`src/rtl/elevator_scan_controller.sv`:
```
// SCAN cabin controller: latches floor requests, keeps travelling one way while
// requests remain ahead, and reverses only when nothing is left in that direction.
module elevator_scan_controller #(
  parameter int NUM_FLOORS    = 8,
  parameter int FLOOR_W       = 4,
  parameter int TRAVEL_CYCLES = 16,
  parameter int DOOR_CYCLES   = 8
) (
  input  logic                  clk,
  input  logic                  rst_n,
  input  logic                  req_valid,
  input  logic [FLOOR_W-1:0]    req_floor,
  output logic [FLOOR_W-1:0]    current_floor,
  output logic [NUM_FLOORS-1:0] pending,
  output logic                  moving,
  output logic                  dir_up,
  output logic                  door_open,
  output logic                  arrived
);
  localparam logic [1:0] IDLE = 2'd0;
  localparam logic [1:0] MOVE = 2'd1;
  localparam logic [1:0] DOOR = 2'd2;

  localparam int TRV_W  = $clog2(TRAVEL_CYCLES + 1);
  localparam int DOOR_W = $clog2(DOOR_CYCLES + 1);

  logic [1:0]            state_q, state_d;
  logic [FLOOR_W-1:0]    curFloor_q, curFloor_d;
  logic [NUM_FLOORS-1:0] pend_q, pend_d;
  logic                  dirUp_q, dirUp_d;
  logic                  arrived_q, arrived_d;
  logic                  stepped_q, stepped_d;
  logic [TRV_W-1:0]      travelCnt_q, travelCnt_d;
  logic [DOOR_W-1:0]     doorCnt_q, doorCnt_d;

  logic [NUM_FLOORS-1:0] hereMask, reqMask, setMask, clrMask;
  logic                  hereBit, anyAbove, anyBelow, aheadAny, reqHere;

  // Decode the request bitmask relative to the cabin position; out-of-range
  // request floors never match any bit, so they are dropped here.
  always_comb begin
    hereMask = '0;
    reqMask  = '0;
    hereBit  = 1'b0;
    anyAbove = 1'b0;
    anyBelow = 1'b0;
    for (int i = 0; i < NUM_FLOORS; i++) begin
      if (i == int'(curFloor_q)) begin
        hereMask[i] = 1'b1;
        hereBit     = pend_q[i];
      end
      if (i > int'(curFloor_q)) anyAbove = anyAbove | pend_q[i];
      if (i < int'(curFloor_q)) anyBelow = anyBelow | pend_q[i];
      if (req_valid && (i == int'(req_floor))) reqMask[i] = 1'b1;
    end
  end

  assign reqHere  = req_valid && (req_floor == curFloor_q);
  assign aheadAny = dirUp_q ? anyAbove : anyBelow;

  // stepped_q marks the cycle right after a floor step, where the new floor is
  // checked against pending (including requests latched on the step edge).
  always_comb begin
    state_d     = state_q;
    curFloor_d  = curFloor_q;
    dirUp_d     = dirUp_q;
    travelCnt_d = travelCnt_q;
    doorCnt_d   = doorCnt_q;
    stepped_d   = 1'b0;
    arrived_d   = 1'b0;
    clrMask     = '0;
    case (state_q)
      IDLE: begin
        if (hereBit) begin
          state_d   = DOOR;
          clrMask   = hereMask;
          arrived_d = 1'b1;
          doorCnt_d = '0;
        end else if (anyAbove && (dirUp_q || !anyBelow)) begin
          state_d     = MOVE;
          dirUp_d     = 1'b1;
          travelCnt_d = '0;
        end else if (anyBelow) begin
          state_d     = MOVE;
          dirUp_d     = 1'b0;
          travelCnt_d = '0;
        end
      end
      MOVE: begin
        if (stepped_q && hereBit) begin
          state_d     = DOOR;
          clrMask     = hereMask;
          arrived_d   = 1'b1;
          doorCnt_d   = '0;
          travelCnt_d = '0;
        end else if (stepped_q && !aheadAny) begin
          state_d     = IDLE;
          travelCnt_d = '0;
        end else if (travelCnt_q == TRV_W'(TRAVEL_CYCLES - 1)) begin
          travelCnt_d = '0;
          stepped_d   = 1'b1;
          if (dirUp_q && (int'(curFloor_q) < NUM_FLOORS - 1)) begin
            curFloor_d = curFloor_q + FLOOR_W'(1);
          end else if (!dirUp_q && (curFloor_q != '0)) begin
            curFloor_d = curFloor_q - FLOOR_W'(1);
          end
        end else begin
          travelCnt_d = travelCnt_q + TRV_W'(1);
        end
      end
      DOOR: begin
        if (reqHere) begin
          doorCnt_d = '0;
        end else if (doorCnt_q == DOOR_W'(DOOR_CYCLES - 1)) begin
          state_d   = IDLE;
          doorCnt_d = '0;
        end else begin
          doorCnt_d = doorCnt_q + DOOR_W'(1);
        end
      end
      default: state_d = IDLE;
    endcase
  end

  // A same-floor request while the door is open only holds the door.
  assign setMask = ((state_q == DOOR) && reqHere) ? '0 : reqMask;
  assign pend_d  = (pend_q | setMask) & ~clrMask;

  always_ff @(posedge clk or negedge rst_n) begin
    if (!rst_n) begin
      state_q     <= IDLE;
      curFloor_q  <= '0;
      pend_q      <= '0;
      dirUp_q     <= 1'b1;
      arrived_q   <= 1'b0;
      stepped_q   <= 1'b0;
      travelCnt_q <= '0;
      doorCnt_q   <= '0;
    end else begin
      state_q     <= state_d;
      curFloor_q  <= curFloor_d;
      pend_q      <= pend_d;
      dirUp_q     <= dirUp_d;
      arrived_q   <= arrived_d;
      stepped_q   <= stepped_d;
      travelCnt_q <= travelCnt_d;
      doorCnt_q   <= doorCnt_d;
    end
  end

  assign current_floor = curFloor_q;
  assign pending       = pend_q;
  assign moving        = (state_q == MOVE);
  assign door_open     = (state_q == DOOR);
  assign dir_up        = dirUp_q;
  assign arrived       = arrived_q;
endmodule

```
`config.mk`:
```
export PLATFORM = sky130hd
export DESIGN_NAME = elevator_scan_controller
export DESIGN_NICKNAME = d
export VERILOG_FILES = /design/src/rtl/elevator_scan_controller.sv
export SDC_FILE = /design/constraint.sdc
export NUM_CORES = 1
export LEC_CHECK = 0
export CAP_MARGIN = 20
export CORE_MARGIN = 5
export CORE_UTILIZATION = 30
export CTS_CLUSTER_DIAMETER = 150
export DETAILED_ROUTE_END_ITERATION = 7
export GPL_TIMING_DRIVEN = 0
export PLACE_DENSITY = 0.54
export SLEW_MARGIN = 20
export SYNTH_ARGS = -nofsm -noshare
export SYNTH_HDL_FRONTEND = slang
export SYNTH_SLANG_ARGS = --single-unit
export TNS_END_PERCENT = 1
```
`constraint.sdc`:
```
create_clock -name clk -period 6.41 [get_ports clk]
set_input_delay 1.282 -clock clk [delete_from_list [all_inputs] [get_ports clk]]
set_output_delay 1.282 -clock clk [all_outputs]
set_load 0.005 [all_outputs]
```
---- Yosys cells after proc, flatten, opt, wreduce, memory -nomap -nowiden ----
Index checks and enable logic that the tools add are counted.
word-level totals
  register bits ........................... 26
  input port bits ......................... 7
  output and inout bits ................... 16
  logic and storage cells ................. 181
operators by class
  add/subtract/negate cells ............... 4
  magnitude comparators ................... 16
  equal/unequal tests ..................... 27
  multiplexer cells ....................... 75
  bitwise gates (word level) .............. 19
  reductions and logical operators ........ 32
operator list
  operator                                                              count
  1-bit 2-to-1 mux                                                      48
  4-bit == test (first input constant)                                  8
  5-bit 2-to-1 mux                                                      6
  4-bit 2-to-1 mux                                                      6
  8-bit 2-to-1 mux                                                      3
  3-bit by 4-bit == test with 1-bit output (first input constant)       4
  3-bit by 4-bit > comparator with 1-bit output (first input constant)  4
  3-bit by 4-bit < comparator with 1-bit output (first input constant)  4
  8-bit case mux with 2 select lines                                    1
  1-bit logical AND                                                     15
  2-bit 2-to-1 mux                                                      7
  1-bit OR                                                              13
  4-bit case mux with 3 select lines                                    1
  5-bit case mux with 2 select lines                                    1
  3-bit AND reduction                                                   3
  4-bit by 1-bit adder with 4-bit output (second input constant)        2
  8-bit bitwise AND                                                     1
  2-bit by 4-bit == test with 1-bit output (first input constant)       2
  2-bit by 4-bit > comparator with 1-bit output (first input constant)  2
  4-bit zero test                                                       2
  1-bit by 4-bit < comparator with 1-bit output (first input constant)  2
  2-bit by 4-bit < comparator with 1-bit output (first input constant)  2
  8-bit inverter                                                        1
  8-bit OR                                                              1
  other kinds (25)                                                      34

---- Logic depth before layout (Yosys ltp) ----
  depth in word-level cells ............... 22
  depth in mapped cells ................... 8
  mapped depth without buffers ............ 8

---- Worst setup path after synthesis ----
Ideal clock, no wire load.
  path type ............................... register to register
  start point ............................. reg curFloor_q[0] (netlist: current_floor[0])
  end point ............................... reg curFloor_q[0] (netlist: current_floor[0])
  setup time .............................. 131 ps
  arrival ................................. 2374 ps
  data required time ...................... 6279 ps
  path slack .............................. 3905 ps
  cell stages (with the launch flop) ...... 9
  path buffers ............................ 0
  clock period less this slack ............ 2505 ps
  path through ............................ dfrtp_1 inv_1 ha_1 nor3b_1 o32a_1 o211a_1 o41ai_4 nand4_2 xnor2_1
between the ends
  cells in the longest elaborated chain, start to end .. 21
  elaborated cells between the ends (all ways) .. 75
  classes of those cells .................. 2 x add/sub; 16 x order compare; 7 x eq/ne; 26 x mux; 15 x bitwise; 9 x reduce/logical
RTL lines
  what                                           RTL line  text
  start: declaration                             28        logic [FLOOR_W-1:0] curFloor_q, curFloor_d;
  start signal: assignment                       141       curFloor_q <= curFloor_d;
  1-bit by 4-bit < comparator with 1-bit output  53        if (i < int'(curFloor_q)) anyBelow = anyBelow | pend_q[i];
  1-bit 2-to-1 mux                               53
  1-bit OR                                       53
  1-bit 2-to-1 mux                               53
  1-bit OR                                       53
  1-bit 2-to-1 mux                               53
  1-bit OR                                       53
  1-bit 2-to-1 mux                               53
  (+5 left out)                                  n/a
  1-bit 2-to-1 mux                               53
  1-bit OR                                       53
  1-bit 2-to-1 mux                               53
  1-bit 2-to-1 mux                               59        assign aheadAny = dirUp_q ? anyAbove : anyBelow;
  1-bit zero test                                96        end else if (stepped_q && !aheadAny) begin
  1-bit logical AND                              96
  1-bit inverter (no line)                       n/a
  5-bit AND reduction (no line)                  n/a
Several ways; a longest one is shown, not always the timed one. The select of a mux whose other input is x is not followed.
A chain may end at the register's enable or synchronous reset.

---- Worst setup path after layout ----
  start point ............................. reg state_q[0]
  end point ............................... out moving
between the ends
  cells in the longest elaborated chain, start to end .. 1
RTL lines
  what                                      RTL line  text
  start: declaration                        27        logic [1:0] state_q, state_d;
  start signal: assignment                  140       state_q <= state_d;
  2-bit by 1-bit == test with 1-bit output  153       assign moving = (state_q == MOVE);
  end: declaration                          15        output logic moving,
No other way between the ends.

==> results.md <==
- First-pass GRT wire length: 7760 um
- Number of warnings printed during yosys synthesis: 0
- Post-synth top flop: dfrtp_1
- Share of async-settable or async-resettable flops after synthesis: 100%
- Mean area per synthesized cell: 9.09 um^2
- Global route total overflow: 0
- Hold Path Cell Cnt: 1
- Clock latency on the worst-skew pair: 0.27 ns
- Clock sink count: 26
- Post-layout min period: 3.38 ns
- Cell Area, Synth: 1770 um^2
- Area delta synth->final: 21.5%
- Initial DRC Count: 101
- Count of unique library cells instantiated by Yosys: 54
- Clock transition time at the flip-flop clock pins of the worst setup and hold paths: 0.10 ns
- Width of the die: 86.9 um
- Hold_buf cts: 0
- Area post-placement: 2080 um^2
- Final setup skew: 0.00648 ns
- Fraction of layout instances using a drive strength above 1: 8.60%
- CP startpoint kind: flop
- Detailed-route DRC error count: 0
- Area occupied by multi-input gates: 1030 um^2
- Flip-flop and latch area: 652 um^2
- Placeable core region: 5820 um^2
- Final instance area: 2150 um^2
- Number of optimization iterations in the first detailed-route pass: 5
- Clock tree root buffer cell: clkbuf_8
- Residual antenna-violating net count after detailed routing: 0
- Highest Clock Rate: 296 MHz
- Via-per-instance ratio: 5.26
- Worst setup startpoint: state_q[0]$_DFFE_PN0P_
- Final Routed Wirelength: 4550 um
- Cell row count: 28
- Result of the run: finished clean
- CP Max Fanout: 10
- WP data arrival: 2.10 ns
- Critical path endpoint category: primary output
- Routed wire per std cell: 15.4 um
- Number of antenna violations at the first check in global routing: 0
- Initial cell density of the core: 30.5%
- Slew headroom: 42.6%
- Post-layout nets: 235
- CTS tree: built
- Post-DP HPWL: 3310 um
- Reg-to-reg critical path startpoint: current_floor[0]$_DFFE_PN0P_
- RSZ-0062 raised after global routing: false
- Number of global-route vias before repair: 1,563
- Post-synthesis instance total: 195
- Total chip power: 0.643 mW
- Number of cells in the finished layout apart from fillers: 296
- CTS Buf Count: 3
- Number of nets produced by synthesis: 208
- Least-Margin Pin Slew: 0.858 ns
- IO Pins: 23
- Sum of negative setup slack: 0 ns
- Yosys reg bits: 26
- Filler cell count in the final layout: 623
- Static leakage: 0.895 nW
- Maximum root-to-sink buffer count: 2
- Final antenna diode count: 0
- Combined global-route utilization of all metal layers: 12.9%
- Placed Cells: 292
- Launch point of the worst hold path: doorCnt_q[3]$_DFFE_PN0P_
- Cts repair resizes: 0
- Number of failing hold endpoints at the final stage: 0
- Count of input and output buffers: 22
- Proportion of synthesized chip area in sequential cells: 36.8%
- Largest net degree at the start of global routing: 27
- Post-synth EDFFs: 0
- Worst setup path category: reg2out
- Final setup violation count: 0
- Setup Buffers After CTS: 0
- Period Utilization, post-route: 52.8%
- Peak VDD IR: 0.136 mV
- Last weighted congestion value of the routability-driven placer: 0.812
- Die Ht: 86.9 um
- Cell Pwr Density: 299 nW/um^2
- H-tree depth: 1
- Required @ worst endpoint: 5.13 ns
- Length in cells of the worst reg-to-reg path: 8
- Die Footprint: 7550 um^2
- Pins over their slew limit: 0
- Type of the most critical hold path: reg2reg
- Max-cap violations: 0
- Count of vias placed by the detailed router: 1,557
-- cell usage after synthesis (2+ instances only) --
cell,count,area [um^2]
a21oi_1,14,70.1
nand3_1,7,35.0
mux2i_1,2,20.0
inv_1,12,45.0
or2_2,2,12.5
a31oi_1,11,68.8
nand4_1,2,12.5
o41ai_1,2,17.5
a22oi_1,2,15.0
o211a_1,2,20.0
o21ai_0,11,55.1
nor3_1,2,10.0
buf_6,2,22.5
xnor2_1,6,52.6
nor2b_1,9,56.3
nand2_1,9,33.8
clkbuf_1,2,7.51
ha_1,6,75.1
nand2b_1,5,31.3
nand3b_1,5,37.5
buf_2,3,15.0
dfrtp_1,25,626
a2111oi_1,2,20.0
o31ai_1,3,22.5
nor2_1,14,52.6
a211oi_1,4,30.0
and2_1,3,18.8
o32a_1,2,20.0
-- kinds of logic (layout without fill, tap and decap cells) --
group / after synthesis / count (layout) / synth area share [%]
muxes: 2 / 2 / 1.13
AOI/OAI and AO/OA: 69 / 69 / 28.4
adders and majority gates: 6 / 6 / 4.23
DFF: 26 / 26 / 36.8
and+or+nand+nor: 67 / 67 / 21.4
xor gates and xnor gates: 6 / 6 / 2.96
buffers and inverters: 19 / 45 / 5.08
-- worst max-delay path, cell delays in order (launching register included) --
cell and delay, ns:
dfrtp_1 0.33, clkbuf_1 0.28, nor2b_1 0.26, clkbuf_1 0.37, clkdlybuf4s50_1 0.58
-- layer usage --
layer | GRT usage, % | vias to the layer above | share of wire, %
li1 | - | 781 | -
met1 | 19.0 | 725 | 51
met2 | 18.5 | 43 | 42
met3 | 2.55 | 8 | 5.6
met4 | 4.67 | 0 | 2.0
met5 | 0 | - | 0
-- area by class of cell --
cell class / instances / area share [%]
buffer: 7 / 2.09
clock buffer: 3 / 1.92
clock inverter: 1 / 1.39
inverter: 12 / 2.09
multi-input combinational: 150 / 47.9
sequential: 26 / 30.3
tap: 75 / 4.36
timing repair buffer: 22 / 9.99
-- power breakdown --
group / switching, mW / total, mW / leakage [nW] / internal (mW)
combinational: 0.132 / 0.258 / 0.537 / 0.126
sequential: 0.0454 / 0.248 / 0.322 / 0.203
clock: 0.0536 / 0.137 / 0.0357 / 0.0836
-- placed cells by master, fill, tap and decap left out, drive strengths merged, types with 2 or more instances in the layout --
master / count
nand2: 9
a211oi: 4
and2: 3
nand4: 3
o211a: 2
clkdlybuf4s50: 21
o22a: 2
ha: 6
nand3b: 5
nand2b: 5
a2111oi: 3
o41ai: 3
o31ai: 3
a22oi: 2
a31oi: 11
inv: 12
nor2b: 10
o21ai: 11
xnor2: 6
clkbuf: 5
nor3: 2
or2: 3
nand3: 7
o32a: 2
dfrtp: 25
buf: 6
a21oi: 14
nor2: 15
mux2i: 2
-- registers in the layout, summed over array words and instances, names as in the netlist --
name / flops
dir_up: 1
state_q: 2
arrived: 1
travelCnt_q: 5
doorCnt_q: 4
current_floor: 4
pending: 8
stepped_q: 1
-- through the flow --
stage	hold slack, ns	setup WS [ns]	utilization, %
2_1_floorplan	0.471	3.91	-
3_3_place_gp	0.499	3.01	35.9
3_5_place_dp	0.501	3.01	35.8
4_1_cts	0.516	3.01	37.0
5_1_grt	0.527	2.86	37.0
6_report	0.512	3.03	37.0
-- worst paths after layout --
path | to | slack (ns)
worst max register to register | current_floor[0]$_DFFE_PN0P_ | 3.48
worst max-delay path | moving | 3.03
worst min-delay path | doorCnt_q[3]$_DFFE_PN0P_ | 0.51
min in group asynchronous | travelCnt_q[2]$_DFFE_PN0P_ | 1.01
max in group asynchronous | pending[0]$_DFF_PN0_ | 5.00
worst min register to register | doorCnt_q[3]$_DFFE_PN0P_ | 0.51
Note: power is estimated with default switching activity, not from simulation.
